==> src/rtl/vga_fb_arbiter.sv <==
// Frame-buffer port arbiter: display reads have absolute priority, host ops use a 1-entry hold.
// Optional VGA_FB_ARB_STATS_EN adds o_Host_Wait_Max (worst host wait since reset).
module vga_fb_arbiter #(
  parameter int ADDR_WIDTH = 12,
  parameter int DATA_WIDTH = 6,
  parameter int MAX_WAIT   = 64
) (
  input  logic                  i_Clk,
  input  logic                  i_Reset,
  input  logic                  i_Disp_Req,
  input  logic [ADDR_WIDTH-1:0] i_Disp_Addr,
  output logic [DATA_WIDTH-1:0] o_Disp_Data,
  output logic                  o_Disp_Valid,
  input  logic                  i_Host_Valid,
  input  logic                  i_Host_We,
  input  logic [ADDR_WIDTH-1:0] i_Host_Addr,
  input  logic [DATA_WIDTH-1:0] i_Host_Data,
  output logic                  o_Host_Ready,
  output logic [DATA_WIDTH-1:0] o_Host_Rd_Data,
  output logic                  o_Host_Rd_Valid,
  output logic                  o_Host_Starved,
  output logic                  o_Mem_En,
  output logic                  o_Mem_We,
  output logic [ADDR_WIDTH-1:0] o_Mem_Addr,
  output logic [DATA_WIDTH-1:0] o_Mem_Wr_Data,
  input  logic [DATA_WIDTH-1:0] i_Mem_Rd_Data
`ifdef VGA_FB_ARB_STATS_EN
  ,
  output logic [7:0]            o_Host_Wait_Max
`endif
);

  typedef enum logic [1:0] {
    TAG_NONE,
    TAG_DISP,
    TAG_HOST_RD
  } tag_e;

  localparam logic [7:0] MaxWait = 8'(MAX_WAIT);

  logic                  hold_v_q;
  logic                  hold_we_q;
  logic [ADDR_WIDTH-1:0] hold_addr_q;
  logic [DATA_WIDTH-1:0] hold_data_q;
  logic [7:0]            wait_q, wait_d;
  logic                  starved_q;
  tag_e                  tag1_q, tag2_q, tag_d;

  logic                  mem_en_q, mem_we_q;
  logic [ADDR_WIDTH-1:0] mem_addr_q;
  logic [DATA_WIDTH-1:0] mem_wd_q;
  logic [DATA_WIDTH-1:0] disp_data_q, host_rd_data_q;
  logic                  disp_valid_q, host_rd_valid_q;

  logic host_issue;
  logic host_ready;
  logic accept;

  always_comb begin
    host_issue = hold_v_q && !i_Disp_Req;
    // Ready is held low during reset so all outputs read 0 while it is asserted.
    host_ready = !i_Reset && (!hold_v_q || host_issue);
    accept     = i_Host_Valid && host_ready;

    wait_d = wait_q;
    if (host_issue) begin
      wait_d = '0;
    end else if (hold_v_q && (wait_q != '1)) begin
      wait_d = wait_q + 8'd1;
    end

    tag_d = TAG_NONE;
    if (i_Disp_Req) begin
      tag_d = TAG_DISP;
    end else if (host_issue && !hold_we_q) begin
      tag_d = TAG_HOST_RD;
    end
  end

  always_ff @(posedge i_Clk) begin
    if (i_Reset) begin
      hold_v_q        <= 1'b0;
      hold_we_q       <= 1'b0;
      hold_addr_q     <= '0;
      hold_data_q     <= '0;
      wait_q          <= '0;
      starved_q       <= 1'b0;
      tag1_q          <= TAG_NONE;
      tag2_q          <= TAG_NONE;
      mem_en_q        <= 1'b0;
      mem_we_q        <= 1'b0;
      mem_addr_q      <= '0;
      mem_wd_q        <= '0;
      disp_data_q     <= '0;
      disp_valid_q    <= 1'b0;
      host_rd_data_q  <= '0;
      host_rd_valid_q <= 1'b0;
    end else begin
      if (accept) begin
        hold_v_q    <= 1'b1;
        hold_we_q   <= i_Host_We;
        hold_addr_q <= i_Host_Addr;
        hold_data_q <= i_Host_Data;
      end else if (host_issue) begin
        hold_v_q <= 1'b0;
      end

      mem_en_q <= i_Disp_Req || host_issue;
      mem_we_q <= host_issue && hold_we_q;
      if (i_Disp_Req) begin
        mem_addr_q <= i_Disp_Addr;
      end else if (host_issue) begin
        mem_addr_q <= hold_addr_q;
        if (hold_we_q) begin
          mem_wd_q <= hold_data_q;
        end
      end

      // Tag stage 2 lines up with the RAM read data of the op issued two cycles earlier.
      tag1_q <= tag_d;
      tag2_q <= tag1_q;

      disp_valid_q <= (tag2_q == TAG_DISP);
      if (tag2_q == TAG_DISP) begin
        disp_data_q <= i_Mem_Rd_Data;
      end
      host_rd_valid_q <= (tag2_q == TAG_HOST_RD);
      if (tag2_q == TAG_HOST_RD) begin
        host_rd_data_q <= i_Mem_Rd_Data;
      end

      wait_q <= wait_d;
      if (wait_d >= MaxWait) begin
        starved_q <= 1'b1;
      end
    end
  end

`ifdef VGA_FB_ARB_STATS_EN
  logic [7:0] wait_max_q;

  always_ff @(posedge i_Clk) begin
    if (i_Reset) begin
      wait_max_q <= '0;
    end else if (host_issue && (wait_q > wait_max_q)) begin
      wait_max_q <= wait_q;
    end
  end

  assign o_Host_Wait_Max = wait_max_q;
`endif

  assign o_Host_Ready    = host_ready;
  assign o_Host_Starved  = starved_q;
  assign o_Mem_En        = mem_en_q;
  assign o_Mem_We        = mem_we_q;
  assign o_Mem_Addr      = mem_addr_q;
  assign o_Mem_Wr_Data   = mem_wd_q;
  assign o_Disp_Data     = disp_data_q;
  assign o_Disp_Valid    = disp_valid_q;
  assign o_Host_Rd_Data  = host_rd_data_q;
  assign o_Host_Rd_Valid = host_rd_valid_q;

endmodule

==> config.mk <==
export PLATFORM = sky130hd
export DESIGN_NAME = vga_fb_arbiter
export DESIGN_NICKNAME = d
export VERILOG_FILES = /design/src/rtl/vga_fb_arbiter.sv
export SDC_FILE = /design/constraint.sdc
export NUM_CORES = 1
export LEC_CHECK = 0
export BUFFER_PORTS_ARGS = -buffer_cell sky130_fd_sc_hd__clkbuf_2
export CAP_MARGIN = 20
export CORE_ASPECT_RATIO = 1.25
export CORE_MARGIN = 4
export CORE_UTILIZATION = 55
export DETAILED_ROUTE_END_ITERATION = 10
export GPL_ROUTABILITY_DRIVEN = 0
export PLACE_DENSITY_LB_ADDON = 0.05
export REMOVE_ABC_BUFFERS = 1
export SYNTH_ARGS = -nofsm -noshare
export SYNTH_HDL_FRONTEND = slang
export SYNTH_SLANG_ARGS = --single-unit
==> constraint.sdc <==
create_clock -name i_Clk -period 3.84 [get_ports i_Clk]
set_input_delay 0.384 -clock i_Clk [delete_from_list [all_inputs] [get_ports i_Clk]]
set_output_delay 0.384 -clock i_Clk [all_outputs]
set_load 0.05 [all_outputs]
Word-level counts from Yosys, hierarchy flattened
Index checks and enable logic that the tools add are counted.
{ "totals": {"inputBits": 41, "out_inout_bits": 36, "wordCells": 47, "regBits": 67} }
{ "op_classes": {"magnitude_cmp": 1, "reduce_logical": 16, "eq_ne": 3, "add_sub_neg": 1, "n_bitwise": 1, "n_mux": 8} }
{ "ops": {"columns": ["operator", "n"], "rows": [
  ["12-bit 2-to-1 mux", 2],
  ["8-bit 2-to-1 mux", 2],
  ["8-bit by 1-bit adder with 8-bit output (second input constant)", 1],
  ["8-bit by 7-bit greater-or-equal comparator with 1-bit output (second input constant)", 1],
  ["8-bit inequality test (second input constant)", 1],
  ["1-bit logical AND", 6],
  ["1-bit zero test", 4],
  ["2-bit nonzero test", 2],
  ["1-bit 2-to-1 mux", 3],
  ["3-bit AND reduction", 1],
  ["2-bit by 1-bit equality test with 1-bit output (second input constant)", 1],
  ["2-bit equality test (second input constant)", 1],
  ["1-bit logical OR", 2],
  ["2-bit 2-to-1 mux", 1],
  ["2-bit OR reduction", 1],
  ["1-bit NOT", 1]
]} }

Depth between registers and ports, before layout
Gate-level depths: netlist of run 1.
{ "depth": {"ltp_word": 6, "depth_mapped": 7, "ltp_nobuf": 5} }

Worst setup path before layout of run 1
OpenSTA, ideal clock, no wires.
{ "synth_path": {"path_type": "register to register", "startpoint": "register hold_v_q", "endpoint": "register hold_addr_q[0]", "path_buffers": 2, "required_ns": 3.718, "setup_ns": 0.122, "stages_incl_launch_ff": 6, "slack_ns": 2.193, "t_arrival_ns": 1.525, "period_less_slack_ns": 1.647, "cell_sequence": "dfxtp_1 buf_6 a21oi_2 and2_4 buf_2 o21ai_2"} }
{ "synth_via": {"elab_chain_cells": 4, "word_cells_on_any_way": 5, "cone_classes": "5 x reduce/logical"} }
{ "synth_rtl": {"columns": ["element", "line", "source"], "rows": [
  ["start, declared", "41", "logic hold_v_q;"],
  ["start signal, assigned", "82", "hold_v_q <= 1'b0;"],
  ["start signal, assigned", "100", "hold_v_q <= 1'b1;"],
  ["start signal, assigned", "105", "hold_v_q <= 1'b0;"],
  ["1-bit zero test or 1-bit logical AND (tied branches)", "62, 60", null],
  ["1-bit logical OR (*)", "62", "host_ready = !i_Reset && (!hold_v_q || host_issue);"],
  ["1-bit logical AND (*)", "62", null],
  ["named net o_Host_Ready", "18", "output logic o_Host_Ready,"],
  ["1-bit logical AND (*)", "63", "accept = i_Host_Valid && host_ready;"],
  ["end signal, assigned", "102", "hold_addr_q <= i_Host_Addr;"],
  ["end, declared", "43", "logic [ADDR_WIDTH-1:0] hold_addr_q;"]
]} }
The timed path passes the listed nets; every way through them passes the cells marked *.
A chain may end at the register's enable or synchronous reset.

Worst setup path after layout of run 1
{ "layout_path": {"startpoint": "register hold_v_q", "endpoint": "register starved_q, in the netlist o_Host_Starved"} }
{ "layout_via": {"elab_chain_cells": 4, "word_cells_on_any_way": 5, "cone_classes": "1 x order compare; 2 x mux; 2 x reduce/logical"} }
{ "layout_rtl": {"columns": ["element", "line", "source"], "rows": [
  ["1-bit logical AND", "68", "end else if (hold_v_q && (wait_q != '1)) begin"],
  ["8-bit 2-to-1 mux", "68", null],
  ["8-bit 2-to-1 mux (*)", "66", "if (host_issue) begin"],
  ["8-bit by 7-bit greater-or-equal comparator with 1-bit output (*)", "133", "if (wait_d >= MaxWait) begin"],
  ["end signal, assigned", "87", "starved_q <= 1'b0;"],
  ["end signal, assigned", "134", "starved_q <= 1'b1;"],
  ["end, declared", "46", "logic starved_q;"]
]} }
Mark *: on every way between the ends. The rest lies on a longest branch, timed or not.

==> results.md, run 1 <==
- Fillcell total: 391
- WP data arrival: 2.07 ns
- CP startpoint kind: flop
- Cell taking the most area after synthesis: dfxtp_1
- Area delta synth->final: 19.5%
- Final setup TNS: 0 ns
- Die area: 6270 um^2
- Ys async rst share: 0%
- Postcts setup bufs: 0
- Data required, critical path: 4.05 ns
- Antenna violations before repair: 0
- Pre-antenna DRT Iters: 4
- IO buf count: 76
- YS warnings: 0
- Leakage power: 1.50 nW
- Core area: 4800 um^2
- Residual DRC: 0
- Cell Count, Final, Fillers Out: 420
- Yosys cell types: 34
- Power density over the cells: 471 nW/um^2
- ANT cells: 0
- Clock tree sinks: 67
- Post-route ant nets: 0
- Dpl ws: 1.90 ns
- DR iter-0 viols: 68
- Seq cells post-synth: 67
- Primary FF master, synth: dfxtp_1
- Post-DP HPWL: 3660 um
- Setup Skew: 0.00695 ns
- Design Power: 1.57 mW
- Row Count: 28
- H-tree depth: 3
- Fin worst setup slack: 1.98 ns
- Worst Hold Class: primary input to flop
- Die width: 71.6 um
- Critical Setup Path Class: flop to flop
- Nets@finish: 397
- Status: finished, final reports clean
- Clock Latency Late Sink: 0.34 ns
- DIE HEIGHT: 87.5 um
- Crit path max fanout: 16
- Fin. max-slew vios: 0
- Initial core utilization: 58.0%
- Fin crit period: 1.86 ns
- Clk buf depth: 2
- Fmax: 0.538 GHz
- Critical Path Sink Type: flop
- DRT Wirelength: 5310 um
- RSZ-0062 raised after global routing: false
- CTS Root Cell: clkbuf_8
- Synth Cell Area: 2780 um^2
- Share of cells above drive strength 1: 38.3%
- TritonCTS Buffers: 9
- Max-cap viol count: 0
- Syn Inst Count: 286
- Clock-pin slew on the worst setup and hold paths: 0.07 ns
- Sequential share of the synthesized area: 48.2%
- Post-synth EDFFs: 0
- Placed Cells: 404
- Hold Violations, Final: 0
- Fin util: 69.2%
- DR vias: 2102
- Avg Inst Size Synth: 9.73 um^2
- Via density: 5.00
- Synth top area cells: dfxtp_1, mux2i_1, nor2_1, o21ai_2, nand2b_1
- Period Utilization, post-route: 48.4%
- Share of the synthesized area in the top cell type: 48.2%
- DR WL/cell: 12.7 um
- Worst-Margin Slew: 0.785 ns
- Hold buffers post-CTS: 0
- Largest net degree at the start of global routing: 39
- Relative slew slack: 47.6%
- I/O pin cnt: 77
- Post_cts resized: 0
- Vias in the first global route: 1997
- First-pass GRT wire length: 8760 um
- Worst VDD drop: 0.000307 V
- TritonCTS clock tree: built
- GRT Residual Overflow: 0
- Global Route Usage Sum: 18.0%
- Final setup viols: 0
-- power breakdown --
group	internal (mW)	switching, mW
combinational	0.0609	0.112
sequential	0.725	0.0176
clock	0.383	0.266
-- critical path, cell delays in order (launching register included) --
cell and delay [ns]:
dfxtp_1 0.61, buf_4 0.33, nand4_1 0.20, nor3_2 0.18, mux2i_1 0.30, o221ai_2 0.11
-- path summary, 6_finish.rpt --
check / startpoint / endpoint / slack (ns) / cells after the start
worst max register to register: hold_v_q$_SDFFE_PP0P_ / o_Host_Starved$_SDFFE_PP0P_ / 1.98 / 5
worst min register to register: tag1_q[1]$_SDFF_PP0_ / tag2_q[1]$_SDFF_PP0_ / 0.44 / 1
worst min-delay path: i_Host_Addr[9] / hold_addr_q[9]$_SDFFE_PP0P_ / 0.23 / 3
worst max-delay path: hold_v_q$_SDFFE_PP0P_ / o_Host_Starved$_SDFFE_PP0P_ / 1.98 / 5
-- synthesized netlist by cell type (2+ instances only) --
library cell	n
dfxtp_1	67
o21ai_2	19
nand2_1	4
a21oi_1	17
xnor2_1	2
nand3_1	3
mux2i_1	31
buf_12	3
nor2_1	53
nor3_1	2
buf_6	2
nand2b_1	22
clkbuf_1	4
nand4_1	3
inv_1	2
buf_2	10
nand2_2	20
nor2b_1	6
-- area by class of cell --
class                      count  area (um^2)  area share, %
clock buffer                  10          138           4.14
clock inverter                 6         88.8           2.67
inverter                       2         7.51          0.226
multi-input combinational    197         1280           38.4
sequential                    67         1340           40.4
tap                           60         75.1           2.26
timing repair buffer          78          395           11.9
-- sequential cells by signal (all words and copies together) (netlist names) --
register,flops
hold_addr_q,12
o_Mem_Addr,12
wait_q,8
hold_data_q,6
o_Disp_Data,6
o_Host_Rd_Data,6
o_Mem_Wr_Data,6
tag1_q,2
tag2_q,2
hold_v_q,1
hold_we_q,1
o_Disp_Valid,1
o_Host_Rd_Valid,1
o_Host_Starved,1
o_Mem_En,1
o_Mem_We,1
-- cell usage in the layout, fill, tap and decap left out, drive strengths merged, types with 2 or more instances in the layout --
| cell | count |
|---|---|
| clkbuf | 86 |
| dfxtp | 67 |
| nor2 | 53 |
| mux2i | 31 |
| nand2 | 24 |
| nand2b | 22 |
| o21ai | 19 |
| a21oi | 18 |
| nor2b | 6 |
| nand4 | 3 |
| nand3 | 3 |
| nor3 | 3 |
| inv | 2 |
| xnor2 | 2 |
| bufinv | 2 |
| clkinvlp | 2 |
| buf | 2 |
| clkinv | 2 |
-- cells by family (layout without fill, tap and decap cells) --
kind of cell / count (synthesis) / count (layout) / share of synthesized area, %
xor+xnor: 3 / 3 / 0.945
compound gates: 44 / 44 / 11.8
flops: 67 / 67 / 48.2
mux: 31 / 31 / 11.2
fa+ha+maj: 1 / 1 / 0.450
simple gates: 118 / 118 / 21.5
buf+inv: 22 / 96 / 5.85
-- metrics by stage --
| step | instance area, um^2 | hold slack, ns |
|---|---|---|
| floorplan | 2630 | 0.414 |
| global placement | 3100 | 0.419 |
| detailed placement | 3100 | 0.431 |
| CTS | 3320 | 0.221 |
| global route | 3320 | 0.229 |
| finish | 3320 | 0.233 |
-- metal layers --
metal / GRT usage [%] / share of wire, % / wire length, um / vias up
met1: 20.8 / 42 / 2210 / 946
li1: - / - / - / 1094
met4: 11.3 / 2.7 / 142 / 0
met5: 0 / 0 / 0 / -
met3: 4.39 / 6.3 / 335 / 12
met2: 29.9 / 49 / 2620 / 50
(Power assumes the default switching activity.)
==> run 2: changes to the inputs <==
Settings changed: CORE_UTILIZATION 55 to 51.
Clock period 3.84 ns to 1.72 ns, I/O delays scaled along.
==> results.md, run 2 (same netlist as run 1, synthesis figures left out) <==
- Status: finished, final reports clean (unchanged)
- Slowest CP cell: dfxtp_1 (unchanged)
- Setup Skew: 0.00659 ns (was 0.00695 ns)
- Initial core utilization: 53.6% (was 58.0%)
- Post-DP HPWL: 3980 um (was 3660 um)
- Hold buffers post-CTS: 0 (unchanged)
- Crit path max fanout: 7 (was 16)
- Share of cells above drive strength 1: 39.8% (was 38.3%)
- Postcts setup bufs: 0 (unchanged)
- DRT Wirelength: 5460 um (was 5310 um)
- Critical Path Sink Type: output port (was flop)
- IO buf count: 76 (unchanged)
- Critical Setup Path Class: flop to output port (was flop to flop)
- CP startpoint kind: flop (unchanged)
- Most frequent cells in the layout: clkbuf_2, dfxtp_1, nor2_1 (unchanged)
- Residual DRC: 0 (unchanged)
- DR WL/cell: 12.7 um (about the same)
- Power density over the cells: 959 nW/um^2 (was 471 nW/um^2)
- Clock-pin slew on the worst setup and hold paths: 0.07 ns (about the same)
- First-pass GRT wire length: 9270 um (was 8760 um)
- Fin worst setup slack: 0.172 ns (was 1.98 ns)
- Crit-path cells: buf_4 -> a21oi_2 -> clkbuf_2 (was buf_4 -> nand4_1 -> nor3_2 -> mux2i_1 -> o221ai_2)
- DIE HEIGHT: 90.6 um (was 87.5 um)
- Leakage power: 1.52 nW (was 1.50 nW)
- CTS Root Cell: clkbuf_8 (unchanged)
- Via density: 5.01 (was 5.00)
- Antenna violations before repair: 0 (unchanged)
- Worst Hold Class: primary input to flop (unchanged)
- H-tree depth: 3 (unchanged)
- Hold depth: 3 (unchanged)
- Data required, critical path: 1.55 ns (was 4.05 ns)
- Crit path depth: 3 (was 5)
- Reg2reg path depth: 5 (unchanged)
- Bufs and invs on worst path: 2 (was 1)
- Clk buf depth: 2 (unchanged)
- Vias in the first global route: 2175 (was 1997)
- I/O pin cnt: 77 (unchanged)
- Die area: 6710 um^2 (was 6270 um^2)
- Hold Violations, Final: 0 (unchanged)
- GRT Residual Overflow: 0 (unchanged)
- Final Cell Area: 3360 um^2 (was 3320 um^2)
- Fmax: 0.646 GHz
- DR iter-0 viols: 58 (was 68)
- Pre-antenna DRT Iters: 4 (unchanged)
- Dpl ws: 0.294 ns (was 1.90 ns)
- Hold_ws: 0.0244 ns (was 0.233 ns)
- Core area: 5190 um^2 (was 4800 um^2)
- Area post-placement: 3180 um^2 (was 3100 um^2)
- DR vias: 2159 (was 2102)
- Post_cts resized: 0 (unchanged)
- Worst VDD drop: 0.000698 V (was 0.000307 V)
- Die width: 74.1 um (was 71.6 um)
- Worst-Margin Slew: 0.443 ns (was 0.785 ns)
- Clock tree sinks: 67 (unchanged)
- Nets@finish: 406 (was 397)
- Final setup viols: 0 (unchanged)
- Global Route Usage Sum: 17.5% (was 18.0%)
- Area delta synth->final: 20.7% (was 19.5%)
- CP top delay family: buffers and inverters (was flip-flops)
- Commonest non-fill, non-tap cell in the layout: clkbuf_2 (unchanged)
- Max-cap viol count: 0 (unchanged)
- WP data arrival: 1.38 ns (was 2.07 ns)
- Fin. max-slew vios: 0 (unchanged)
- Fin crit period: 1.55 ns
- CP peak stage delay: 0.39 ns (was 0.61 ns)
- RSZ-0062 raised after global routing: false (unchanged)
- Largest net degree at the start of global routing: 30 (was 39)
- Row Count: 29 (was 28)
- Clock Latency Late Sink: 0.34 ns (about the same)
- Period Utilization, post-route: 90.0%
- Relative slew slack: 70.4% (was 47.6%)
- Post-route ant nets: 0 (unchanged)
- TritonCTS clock tree: built (unchanged)
- TritonCTS Buffers: 9 (unchanged)
- ANT cells: 0 (unchanged)
## run 2: worst paths after layout
check,startpoint,to,slack [ns]
worst max-delay path,hold_v_q$_SDFFE_PP0P_,o_Host_Ready,0.17
worst max register to register,wait_q[0]$_SDFF_PP0_,wait_q[1]$_SDFF_PP0_,0.28
worst min register to register,tag1_q[1]$_SDFF_PP0_,tag2_q[1]$_SDFF_PP0_,0.44
worst min-delay path,i_Host_Addr[8],hold_addr_q[8]$_SDFFE_PP0P_,0.02
## run 2: per-layer routing
| layer | up-vias | GRT usage (%) | wire [um] |
|---|---|---|---|
| li1 | 1109 | - | - |
| met2 | 55 | 28.8 | 2670 |
| met3 | 11 | 5.90 | 376 |
| met1 | 984 | 19.6 | 2300 |
| met5 | - | 0 | 0 |
| met4 | 0 | 8.76 | 114 |
## run 2: layout make-up
cell class                      instances  area (um^2)
Fill cell                             481         1830
Sequential cell                        67         1340
Multi-Input combinational cell        197         1280
Timing Repair Buffer                   87          475
Clock buffer                           10          138
Tap cell                               62         77.6
Clock inverter                          6         41.3
Inverter                                2         7.51
## run 2: power breakdown
| group | internal [mW] | switching, mW | leakage, nW |
|---|---|---|---|
| logic | 0.153 | 0.258 | 0.888 |
| registers | 1.62 | 0.0366 | 0.548 |
| clock network | 0.558 | 0.595 | 0.0843 |
## run 2: per-stage QoR
| stage | cells | util, % | setup TNS (ns) | total power, mW |
|---|---|---|---|---|
| 6_report | 431 | 64.7 | 0 | 3.22 |
| 5_1_grt | 431 | 64.7 | 0 | 3.36 |
| 4_1_cts | 431 | 64.7 | 0 | 3.26 |
| 3_5_place_dp | 415 | 61.3 | 0 | 2.11 |
| 3_3_place_gp | 415 | 61.3 | 0 | 2.10 |
| 2_1_floorplan | 266 | - | -6.35 | 1.94 |
## run 2: tightest hold or removal path, stage by stage
cell	delay, ns
clkbuf_2	0.08
nand2_2	0.04
o21ai_2	0.04
==> run 3: changes to the inputs <==
Settings changed: PLACE_DENSITY_LB_ADDON 0.05 to 0.08.
==> results.md, run 3 (same netlist as run 1, synthesis figures left out) <==
- Status: finished, final reports clean (unchanged)
- First-pass GRT wire length: 9250 um (was 9270 um)
- Fin worst setup slack: 0.163 ns (was 0.172 ns)
- IO buf count: 76 (unchanged)
- Commonest non-fill, non-tap cell in the layout: clkbuf_2 (unchanged)
- Core area: 5190 um^2 (unchanged)
- Fin. max-slew vios: 0 (unchanged)
- Critical path origin: hold_v_q$_SDFFE_PP0P_ (unchanged)
- Cell Count, Final, Fillers Out: 430 (was 431)
- Fmax: 0.642 GHz (was 0.646 GHz)
- Worst Hold Class: primary input to flop (unchanged)
- DR iter-0 viols: 59 (was 58)
- Area post-placement: 3170 um^2 (was 3180 um^2)
- ANT cells: 0 (unchanged)
- H-tree depth: 3 (unchanged)
- CP top delay family: buffers and inverters (unchanged)
- DR WL/cell: 12.5 um (was 12.7 um)
- Period Utilization, post-route: 90.5% (was 90.0%)
- Via density: 4.93 (was 5.01)
- DIE HEIGHT: 90.6 um (unchanged)
- Critical Path Sink Type: output port (unchanged)
- Global Route Usage Sum: 17.8% (was 17.5%)
- Crit-path cells: buf_4 -> a21oi_2 -> clkbuf_2 (unchanged)
- DR vias: 2120 (was 2159)
- Clock-pin slew on the worst setup and hold paths: 0.07 ns (about the same)
- Post-DP HPWL: 3910 um (was 3980 um)
- CTS Root Cell: clkbuf_8 (unchanged)
- Most frequent cells in the layout: clkbuf_2, dfxtp_1, nor2_1 (unchanged)
- Slowest CP cell: dfxtp_1 (unchanged)
- Relative slew slack: 71.1% (was 70.4%)
- Row Count: 29 (unchanged)
- Max-cap viol count: 0 (unchanged)
- TritonCTS clock tree: built (unchanged)
- Hold Crit Start: i_Host_Addr[2] (was i_Host_Addr[8])
- Die area: 6710 um^2 (unchanged)
- Residual DRC: 0 (unchanged)
- TritonCTS Buffers: 9 (unchanged)
- Placed Cells: 414 (was 415)
- Hold_ws: 0.0292 ns (was 0.0244 ns)
- Share of cells above drive strength 1: 39.4% (was 39.8%)
- Reg-to-reg critical path startpoint: hold_v_q$_SDFFE_PP0P_ (was wait_q[0]$_SDFF_PP0_)
- Bufs and invs on worst path: 2 (unchanged)
- CP peak stage delay: 0.39 ns (about the same)
- CP startpoint kind: flop (unchanged)
- RSZ-0062 raised after global routing: false (unchanged)
- WP data arrival: 1.39 ns (was 1.38 ns)
- Clock Latency Late Sink: 0.33 ns (was 0.34 ns)
- Worst-Margin Slew: 0.433 ns (was 0.443 ns)
- GRT Residual Overflow: 0 (unchanged)
- Critical Setup Path Class: flop to output port (unchanged)
- DRT Wirelength: 5360 um (was 5460 um)
- Largest net degree at the start of global routing: 34 (was 30)
- Fillcell total: 471 (was 481)
- Power density over the cells: 952 nW/um^2 (was 959 nW/um^2)
- Pre-antenna DRT Iters: 4 (unchanged)
- Final setup viols: 0 (unchanged)
- Area delta synth->final: 20.2% (was 20.7%)
- Clock tree sinks: 67 (unchanged)
- I/O pin cnt: 77 (unchanged)
- Crit path max fanout: 8 (was 7)
- Leakage power: 1.52 nW (about the same)
- Post-route ant nets: 0 (unchanged)
- Fin crit period: 1.56 ns (was 1.55 ns)
- Antenna violations before repair: 0 (unchanged)
- Hold Violations, Final: 0 (unchanged)
- Worst VDD drop: 0.000576 V (was 0.000698 V)
- Nets@finish: 405 (was 406)
- Post_cts resized: 0 (unchanged)
- Die width: 74.1 um (unchanged)
- Dpl ws: 0.268 ns (was 0.294 ns)
- Fin util: 64.4% (was 64.7%)
- Hold buffers post-CTS: 0 (unchanged)
- Data required, critical path: 1.55 ns (about the same)
- Initial core utilization: 53.6% (unchanged)
- Final Cell Area: 3340 um^2 (was 3360 um^2)
- Vias in the first global route: 2078 (was 2175)
- Setup Skew: 0.00842 ns (was 0.00659 ns)
- Clk buf depth: 2 (unchanged)
- Postcts setup bufs: 0 (unchanged)
==> run 3: cell types whose count changed in the layout (fill, tap and decap cells not counted), sizes merged <==
cell      before  now
clkinvlp       3    0
clkinv         3    5
buf           11   10
clkbuf        86   87
==> run 3: metal layers <==
| layer | up-vias | share of wire [%] | GRT usage [%] |
|---|---|---|---|
| met5 | - | 0 | 0 |
| met4 | 0 | 1.6 | 8.61 |
| met3 | 10 | 6.9 | 6.68 |
| met2 | 55 | 48 | 28.0 |
| met1 | 946 | 44 | 20.9 |
| li1 | 1109 | - | - |
==> run 3: layout make-up <==
| cell class | count | area [um^2] | share of cell area, % |
|---|---|---|---|
| multi-input cells | 197 | 1280 | 38.2 |
| well taps | 62 | 77.6 | 2.32 |
| clock inverters | 5 | 28.8 | 0.861 |
| inverters | 2 | 7.51 | 0.225 |
| repair buffers | 86 | 468 | 14.0 |
| clock buffers | 11 | 141 | 4.23 |
| flip-flops and latches | 67 | 1340 | 40.1 |
==> run 3: stage by stage <==
| step | setup TNS [ns] | total power, mW |
|---|---|---|
| detailed placement | 0 | 2.11 |
| CTS | 0 | 3.23 |
| global route | 0 | 3.35 |
| floorplan | -6.35 | 1.94 |
| global placement | 0 | 2.10 |
| finish | 0 | 3.18 |
==> run 3: worst register-to-register path: cells and delay by family, from the launching register on <==
kind                   cells  cell delay, ns
buffers and inverters      1            0.23
DFF                        1            0.48
muxes                      1            0.26
and+or+nand+nor            2            0.37
==> run 3: worst paths after layout <==
path / slack [ns] / endpoint / cells after the start
hold reg to reg: 0.44 / tag2_q[0]$_SDFF_PP0_ / 1
setup / recovery: 0.16 / o_Host_Ready / 3
setup reg to reg: 0.26 / o_Mem_Wr_Data[3]$_SDFFE_PP0P_ / 4
hold / removal: 0.03 / hold_addr_q[2]$_SDFFE_PP0P_ / 3
==> run 3: power breakdown <==
group          switching [mW]  total (mW)  leakage [nW]  internal [mW]
registers              0.0367        1.66         0.548           1.62
logic                   0.258       0.409         0.883          0.152
clock network           0.561        1.12        0.0928          0.555
total                   0.855        3.18          1.52           2.33
